[config.mk]
export PLATFORM = sky130hd
export DESIGN_NAME = mix_junction_sequencer
export DESIGN_NICKNAME = d
export VERILOG_FILES = /design/src/rtl/mix_junction_sequencer.sv
export SDC_FILE = /design/constraint.sdc
export NUM_CORES = 1
export LEC_CHECK = 0
export ABC_AREA = 0
export ABC_CLOCK_PERIOD_IN_PS = 3500
export BUFFER_PORTS_ARGS = -buffer_cell sky130_fd_sc_hd__buf_2
export CORE_ASPECT_RATIO = 1.75
export CORE_UTILIZATION = 45
export DETAILED_ROUTE_END_ITERATION = 16
export GPL_TIMING_DRIVEN = 0
export RECOVER_POWER = 25
export SLEW_MARGIN = 20
export SYNTH_ARGS = -nofsm -noshare
export SYNTH_HDL_FRONTEND = slang
export SYNTH_SLANG_ARGS = --single-unit
[constraint.sdc]
create_clock -name clk -period 3.5 [get_ports clk]
set_input_delay 0.35 -clock clk [delete_from_list [all_inputs] [get_ports clk]]
set_output_delay 0.35 -clock clk [all_outputs]
set_load 0.02 [all_outputs]
[src/rtl/mix_junction_sequencer.sv]
// ---------------------------------------------------------------------------
// mix_junction_sequencer
//
// Valve sequencer for an N-inlet diffusion-mixer junction that feeds a
// serpentine channel. An accepted start latches the per-inlet dose counts and
// the flush count. Each inlet with a nonzero count is then opened in
// ascending index order for its count of cycles. Every executed dose is
// followed by SETTLE all-closed cycles. Finally the outlet valve is opened
// for flush_cnt cycles, and a one-cycle done pulse ends the run.
//
// Optional feature (macro MIX_ABORT_EN): adds the abort input and the
// aborted output. An abort sampled in DOSE or SETTLE closes the inlets and
// jumps to FLUSH, or to DONE when the flush count is zero.
//
// Ports:
//   clk        in   system clock
//   rst_n      in   asynchronous active-low reset (synchronous release)
//   start      in   run request, sampled only in IDLE
//   dose_cnt   in   N_INLETS x CNT_W per-inlet open times; inlet i at
//                   [i*CNT_W +: CNT_W]
//   flush_cnt  in   outlet open time in cycles
//   abort      in   (MIX_ABORT_EN only) abort the current run
//   valve_open out  inlet valve drives, one-hot or zero
//   out_valve  out  outlet/serpentine valve drive
//   busy       out  high in DOSE, SETTLE and FLUSH
//   ready      out  high only in IDLE
//   done       out  one-cycle completion pulse
//   aborted    out  (MIX_ABORT_EN only) qualifies done for an aborted run
//
// Handshake: start is accepted on a rising edge where start=1 and ready=1.
// Starts seen while ready=0 are dropped, not queued. done pulses for exactly
// one cycle, after which ready returns high on the following cycle.
// ---------------------------------------------------------------------------
module mix_junction_sequencer #(
    parameter int N_INLETS = 2,
    parameter int CNT_W    = 8,
    parameter int SETTLE   = 4
) (
    input  logic                      clk,
    input  logic                      rst_n,
    input  logic                      start,
    input  logic [N_INLETS*CNT_W-1:0] dose_cnt,
    input  logic [CNT_W-1:0]          flush_cnt,
`ifdef MIX_ABORT_EN
    input  logic                      abort,
    output logic                      aborted,
`endif
    output logic [N_INLETS-1:0]       valve_open,
    output logic                      out_valve,
    output logic                      busy,
    output logic                      ready,
    output logic                      done
);

    localparam int IDX_W = (N_INLETS > 1) ? $clog2(N_INLETS) : 1;
    localparam int SET_W = $clog2(SETTLE + 1);
    // One down-counter serves dose, settle and flush, so it must hold the
    // larger of the two ranges.
    localparam int CW    = (CNT_W > SET_W) ? CNT_W : SET_W;

    localparam logic [2:0] S_IDLE   = 3'd0;
    localparam logic [2:0] S_DOSE   = 3'd1;
    localparam logic [2:0] S_SETTLE = 3'd2;
    localparam logic [2:0] S_FLUSH  = 3'd3;
    localparam logic [2:0] S_DONE   = 3'd4;

    logic [2:0]                state, nxt_state;
    logic [IDX_W-1:0]          idx, nxt_idx;
    logic [CW-1:0]             cnt, nxt_cnt;
    logic [N_INLETS*CNT_W-1:0] lat_dose;
    logic [CNT_W-1:0]          lat_flush;
    logic [IDX_W:0]            pick;
    logic                      accept;
`ifdef MIX_ABORT_EN
    logic                      abort_seen, nxt_abort;
`endif

    // Lowest inlet index >= from with a nonzero count. The result is
    // {found, index}. The loop runs downward so the last hit is the lowest.
    function automatic logic [IDX_W:0] find_next(
        input logic [N_INLETS*CNT_W-1:0] v,
        input int                        from
    );
        logic [IDX_W:0] r;
        r = '0;
        for (int j = N_INLETS - 1; j >= 0; j--) begin
            if (j >= from && v[j*CNT_W +: CNT_W] != '0) begin
                r = {1'b1, IDX_W'(j)};
            end
        end
        return r;
    endfunction

    assign accept = (state == S_IDLE) && start;

    always_comb begin
        nxt_state = state;
        nxt_idx   = idx;
        nxt_cnt   = cnt;
        pick      = '0;
`ifdef MIX_ABORT_EN
        nxt_abort = abort_seen;
`endif
        case (state)
            S_IDLE: begin
                if (start) begin
`ifdef MIX_ABORT_EN
                    nxt_abort = 1'b0;
`endif
                    // The live inputs are used here because the latch
                    // registers load on this same edge.
                    pick = find_next(dose_cnt, 0);
                    if (pick[IDX_W]) begin
                        nxt_state = S_DOSE;
                        nxt_idx   = pick[IDX_W-1:0];
                        nxt_cnt   = CW'(dose_cnt[pick[IDX_W-1:0]*CNT_W +: CNT_W]) - CW'(1);
                    end else if (flush_cnt != '0) begin
                        nxt_state = S_FLUSH;
                        nxt_cnt   = CW'(flush_cnt) - CW'(1);
                    end else begin
                        nxt_state = S_DONE;
                    end
                end
            end
            S_DOSE: begin
                if (cnt == '0) begin
                    nxt_state = S_SETTLE;
                    nxt_cnt   = CW'(SETTLE - 1);
                end else begin
                    nxt_cnt = cnt - CW'(1);
                end
            end
            S_SETTLE: begin
                if (cnt == '0) begin
                    pick = find_next(lat_dose, int'(idx) + 1);
                    if (pick[IDX_W]) begin
                        nxt_state = S_DOSE;
                        nxt_idx   = pick[IDX_W-1:0];
                        nxt_cnt   = CW'(lat_dose[pick[IDX_W-1:0]*CNT_W +: CNT_W]) - CW'(1);
                    end else if (lat_flush != '0) begin
                        nxt_state = S_FLUSH;
                        nxt_cnt   = CW'(lat_flush) - CW'(1);
                    end else begin
                        nxt_state = S_DONE;
                    end
                end else begin
                    nxt_cnt = cnt - CW'(1);
                end
            end
            S_FLUSH: begin
                if (cnt == '0) begin
                    nxt_state = S_DONE;
                end else begin
                    nxt_cnt = cnt - CW'(1);
                end
            end
            S_DONE: begin
                nxt_state = S_IDLE;
            end
            default: begin
                nxt_state = S_IDLE;
            end
        endcase
`ifdef MIX_ABORT_EN
        // This override comes after the case, so an abort wins over a dose
        // that ends on the same edge.
        if (abort && (state == S_DOSE || state == S_SETTLE)) begin
            nxt_abort = 1'b1;
            if (lat_flush != '0) begin
                nxt_state = S_FLUSH;
                nxt_cnt   = CW'(lat_flush) - CW'(1);
            end else begin
                nxt_state = S_DONE;
            end
        end
`endif
    end

    // The outputs are registered from the next-state values. Each valve
    // therefore changes on the same edge as the state, with no decode glitch.
    always_ff @(posedge clk or negedge rst_n) begin
        if (!rst_n) begin
            state      <= S_IDLE;
            idx        <= '0;
            cnt        <= '0;
            lat_dose   <= '0;
            lat_flush  <= '0;
            valve_open <= '0;
            out_valve  <= 1'b0;
            busy       <= 1'b0;
            ready      <= 1'b1;
            done       <= 1'b0;
`ifdef MIX_ABORT_EN
            abort_seen <= 1'b0;
            aborted    <= 1'b0;
`endif
        end else begin
            state <= nxt_state;
            idx   <= nxt_idx;
            cnt   <= nxt_cnt;
            if (accept) begin
                lat_dose  <= dose_cnt;
                lat_flush <= flush_cnt;
            end
            valve_open <= (nxt_state == S_DOSE) ? (N_INLETS'(1) << nxt_idx) : '0;
            out_valve  <= (nxt_state == S_FLUSH);
            busy       <= (nxt_state == S_DOSE) || (nxt_state == S_SETTLE) ||
                          (nxt_state == S_FLUSH);
            ready      <= (nxt_state == S_IDLE);
            done       <= (nxt_state == S_DONE);
`ifdef MIX_ABORT_EN
            abort_seen <= nxt_abort;
            aborted    <= (nxt_state == S_DONE) && nxt_abort;
`endif
        end
    end

endmodule

==> metrics <==
largest net degree at the start of global routing=35; worst hold path startpoint=flush_cnt[7]; most common cell in the netlist=nand2_1; num rows=35; Synth area leaders=dfrtp_1, nand2_1, nor2_1; failing checks=capacitance limit, slew limit; first-pass GRT wire length=12.1 mm; Finished Layout Cells=417; Iteration-0 DRC Markers=121; Pwr per Cell Area=856 nW/um^2; Skew-Pair Late Insertion Delay=290 ps; yosys warns=0; Achievable Freq=0.341 GHz; Worst slew margin=-0.213; Yosys top cell area share=0.331; share of cells above drive strength 1=0.187; post-synthesis compound-gate area fraction=0.251; Initial Util=0.471; Synth Area in Adders=0.0150; Hold Buf Count CTS=0; TritonRoute pass-1 iters=5; VDD IR max=490 uV; PostCTS Resize Cnt=0; I/O pins=33; CP Max Fanout=8; post-CTS setup buffer count=0; startpoint types=flop; WS Path Type=flop to flop; post-synth net total=333; Antenna Violating Nets Remaining=0; MaxCap Viol Count=1; most frequent cells after synthesis=nand2_1, dfrtp_1, nor2_1; residual DRC count=0; Hold Path Class=primary input to flop; Final period util=0.838; GPL Wtd Cong=0.934; endpoints failing hold=0; total track usage=0.280; die height=101 um; Setup Skew=6.11 ps; largest family of logic cells by synthesized area=simple AND/OR/NAND/NOR gates; IO Port Bufs=32; Chip Width=58.3 um; metal2 WL=4.01 mm; slew of the pin with the lowest slew margin=1820 ps; mapped cell area=2490 um^2; Post-synth EDFFs=0; CTS tree=built; DR WL/cell=18.3 um; vias in the first global route=2446; Seq/Total Area, Yosys=0.342; HPWL after DPL=6.09 mm; final setup fails=0; Final #Nets=372; Via density=5.97; DRT Wirelength=7.65 mm; Sink Count=34; total power=0.00247 W; GR Overflow Total=0; Synth Area in Simple Gates=0.294; setup repair after global routing missed its margin=no; clock buffer count from CTS=5; WHS=276 ps; initial antenna violation count=0; max-slew violation count=35; Clock transition at path regs=70 ps; Crit. End Element=flop; synthesis-stage register bit count=34; final core utilization=0.545; met3 routed WL=237 um; die area=5860 um^2; vias=2490; biggest area consumer among synthesized cells=dfrtp_1; Core ar.=5300 um^2; min cycle time layout=2930 ps; Root Driver=clkbuf_8; Yosys cell types=65; crit path DAT=3110 ps; Synth Instances=303; share of synthesized registers carrying an async set or reset=1.00; WL met1=2.95 mm; CP startpoint=cnt[0]; mux share of post-synthesis cell area=0.0271; TNS Setup=0 ps; top sig layer=met4; Post-Syn Area per Cell=8.23 um^2; ANT cells=0; Worst EP required=3680 ps; area growth from synthesis to layout=15.8%; cell count after placement=409; Synth Area in XOR/XNOR=0.0316; H-Tree Depth=2; Reg2Reg Launch Point=cnt[0]; Leak Pwr=1.24 nW; Post-synth top flop=dfrtp_1; status=complete, but fails checks; clk buf depth=2
==> worst max-delay path: stages, from the launching register on <==
cell and delay [ps]:
dfrtp_1 430, inv_1 110, ha_1 210, nor3b_1 400
nand2_1 240, a21oi_1 200, o221a_2 290, clkinv_1 350
nor2_8 230, inv_6 70, mux2_4 290
==> layout make-up <==
| class | count | area, um^2 |
|---|---|---|
| Multi-Input combinational cell | 245 | 1540 |
| Timing Repair Buffer | 32 | 159 |
| Clock inverter | 2 | 60.1 |
| Fill cell | 553 | 2410 |
| Inverter | 12 | 55.1 |
| Sequential cell | 34 | 852 |
| Clock buffer | 6 | 82.6 |
| Buffer | 12 | 45.0 |
| Tap cell | 74 | 92.6 |
==> power by group <==
part / internal [W] / switching [W] / leakage (nW)
Clock: 0.000304 / 0.000152 / 0.0714
Sequential: 0.000571 / 0.000193 / 0.412
Combinational: 0.000510 / 0.000742 / 0.757
==> registers in the layout, summed over array words and instances (netlist names) <==
name and flops:
cnt 8, lat_dose 8, lat_flush 8, state 3, valve_open 2, busy 1, done 1, idx 1
out_valve 1, ready 1
==> through the flow <==
stage / setup WS [ps] / instance area [um^2]
2_1_floorplan: 896 / 2490
3_3_place_gp: 394 / 2750
3_5_place_dp: 374 / 2750
4_1_cts: 584 / 2890
5_1_grt: 349 / 2890
6_report: 566 / 2890
==> metal layers <==
metal  up-vias  global-route usage
met4         0               0.192
met3        27              0.0321
met2        80               0.496
met1      1164               0.302
li1       1219                   -
met5         -                   0
==> kinds of logic (layout without fill, tap and decap cells) <==
group	count (synthesis)	in the layout
and+or+nand+nor	140	140
AOI/OAI and AO/OA	87	87
DFF	34	34
buffers and inverters	24	64
xor gates and xnor gates	9	9
muxes	6	6
adders and majority gates	3	3
==> placed cells by master (no fill, tap or decap), drive strengths merged, types with 3 or more instances in the layout <==
cell type	instances
nand2	51
dfrtp	33
buf	32
nor2	24
nor3	18
clkbuf	18
a21oi	16
o21ai	13
inv	11
or3	9
a31oi	7
nand3	7
xnor2	7
nor4	5
or4	5
or2	4
a22oi	4
a2bb2oi	4
o41ai	4
o32ai	4
and3	4
a221oi	3
mux2i	3
a21o	3
a211oi	3
o31ai	3
o22ai	3
ha	3
mux2	3
==> final timing paths <==
check,cells past startpoint,to,slack [ps]
max,10,cnt[1],570
min,3,lat_flush[7],280
max reg2reg,10,cnt[1],570
min reg2reg,2,lat_flush[4],510
max in group asynchronous,1,lat_dose[11],1910
min in group asynchronous,1,valve_open[0],540
No activity file was read; power rests on OpenSTA's default activity.
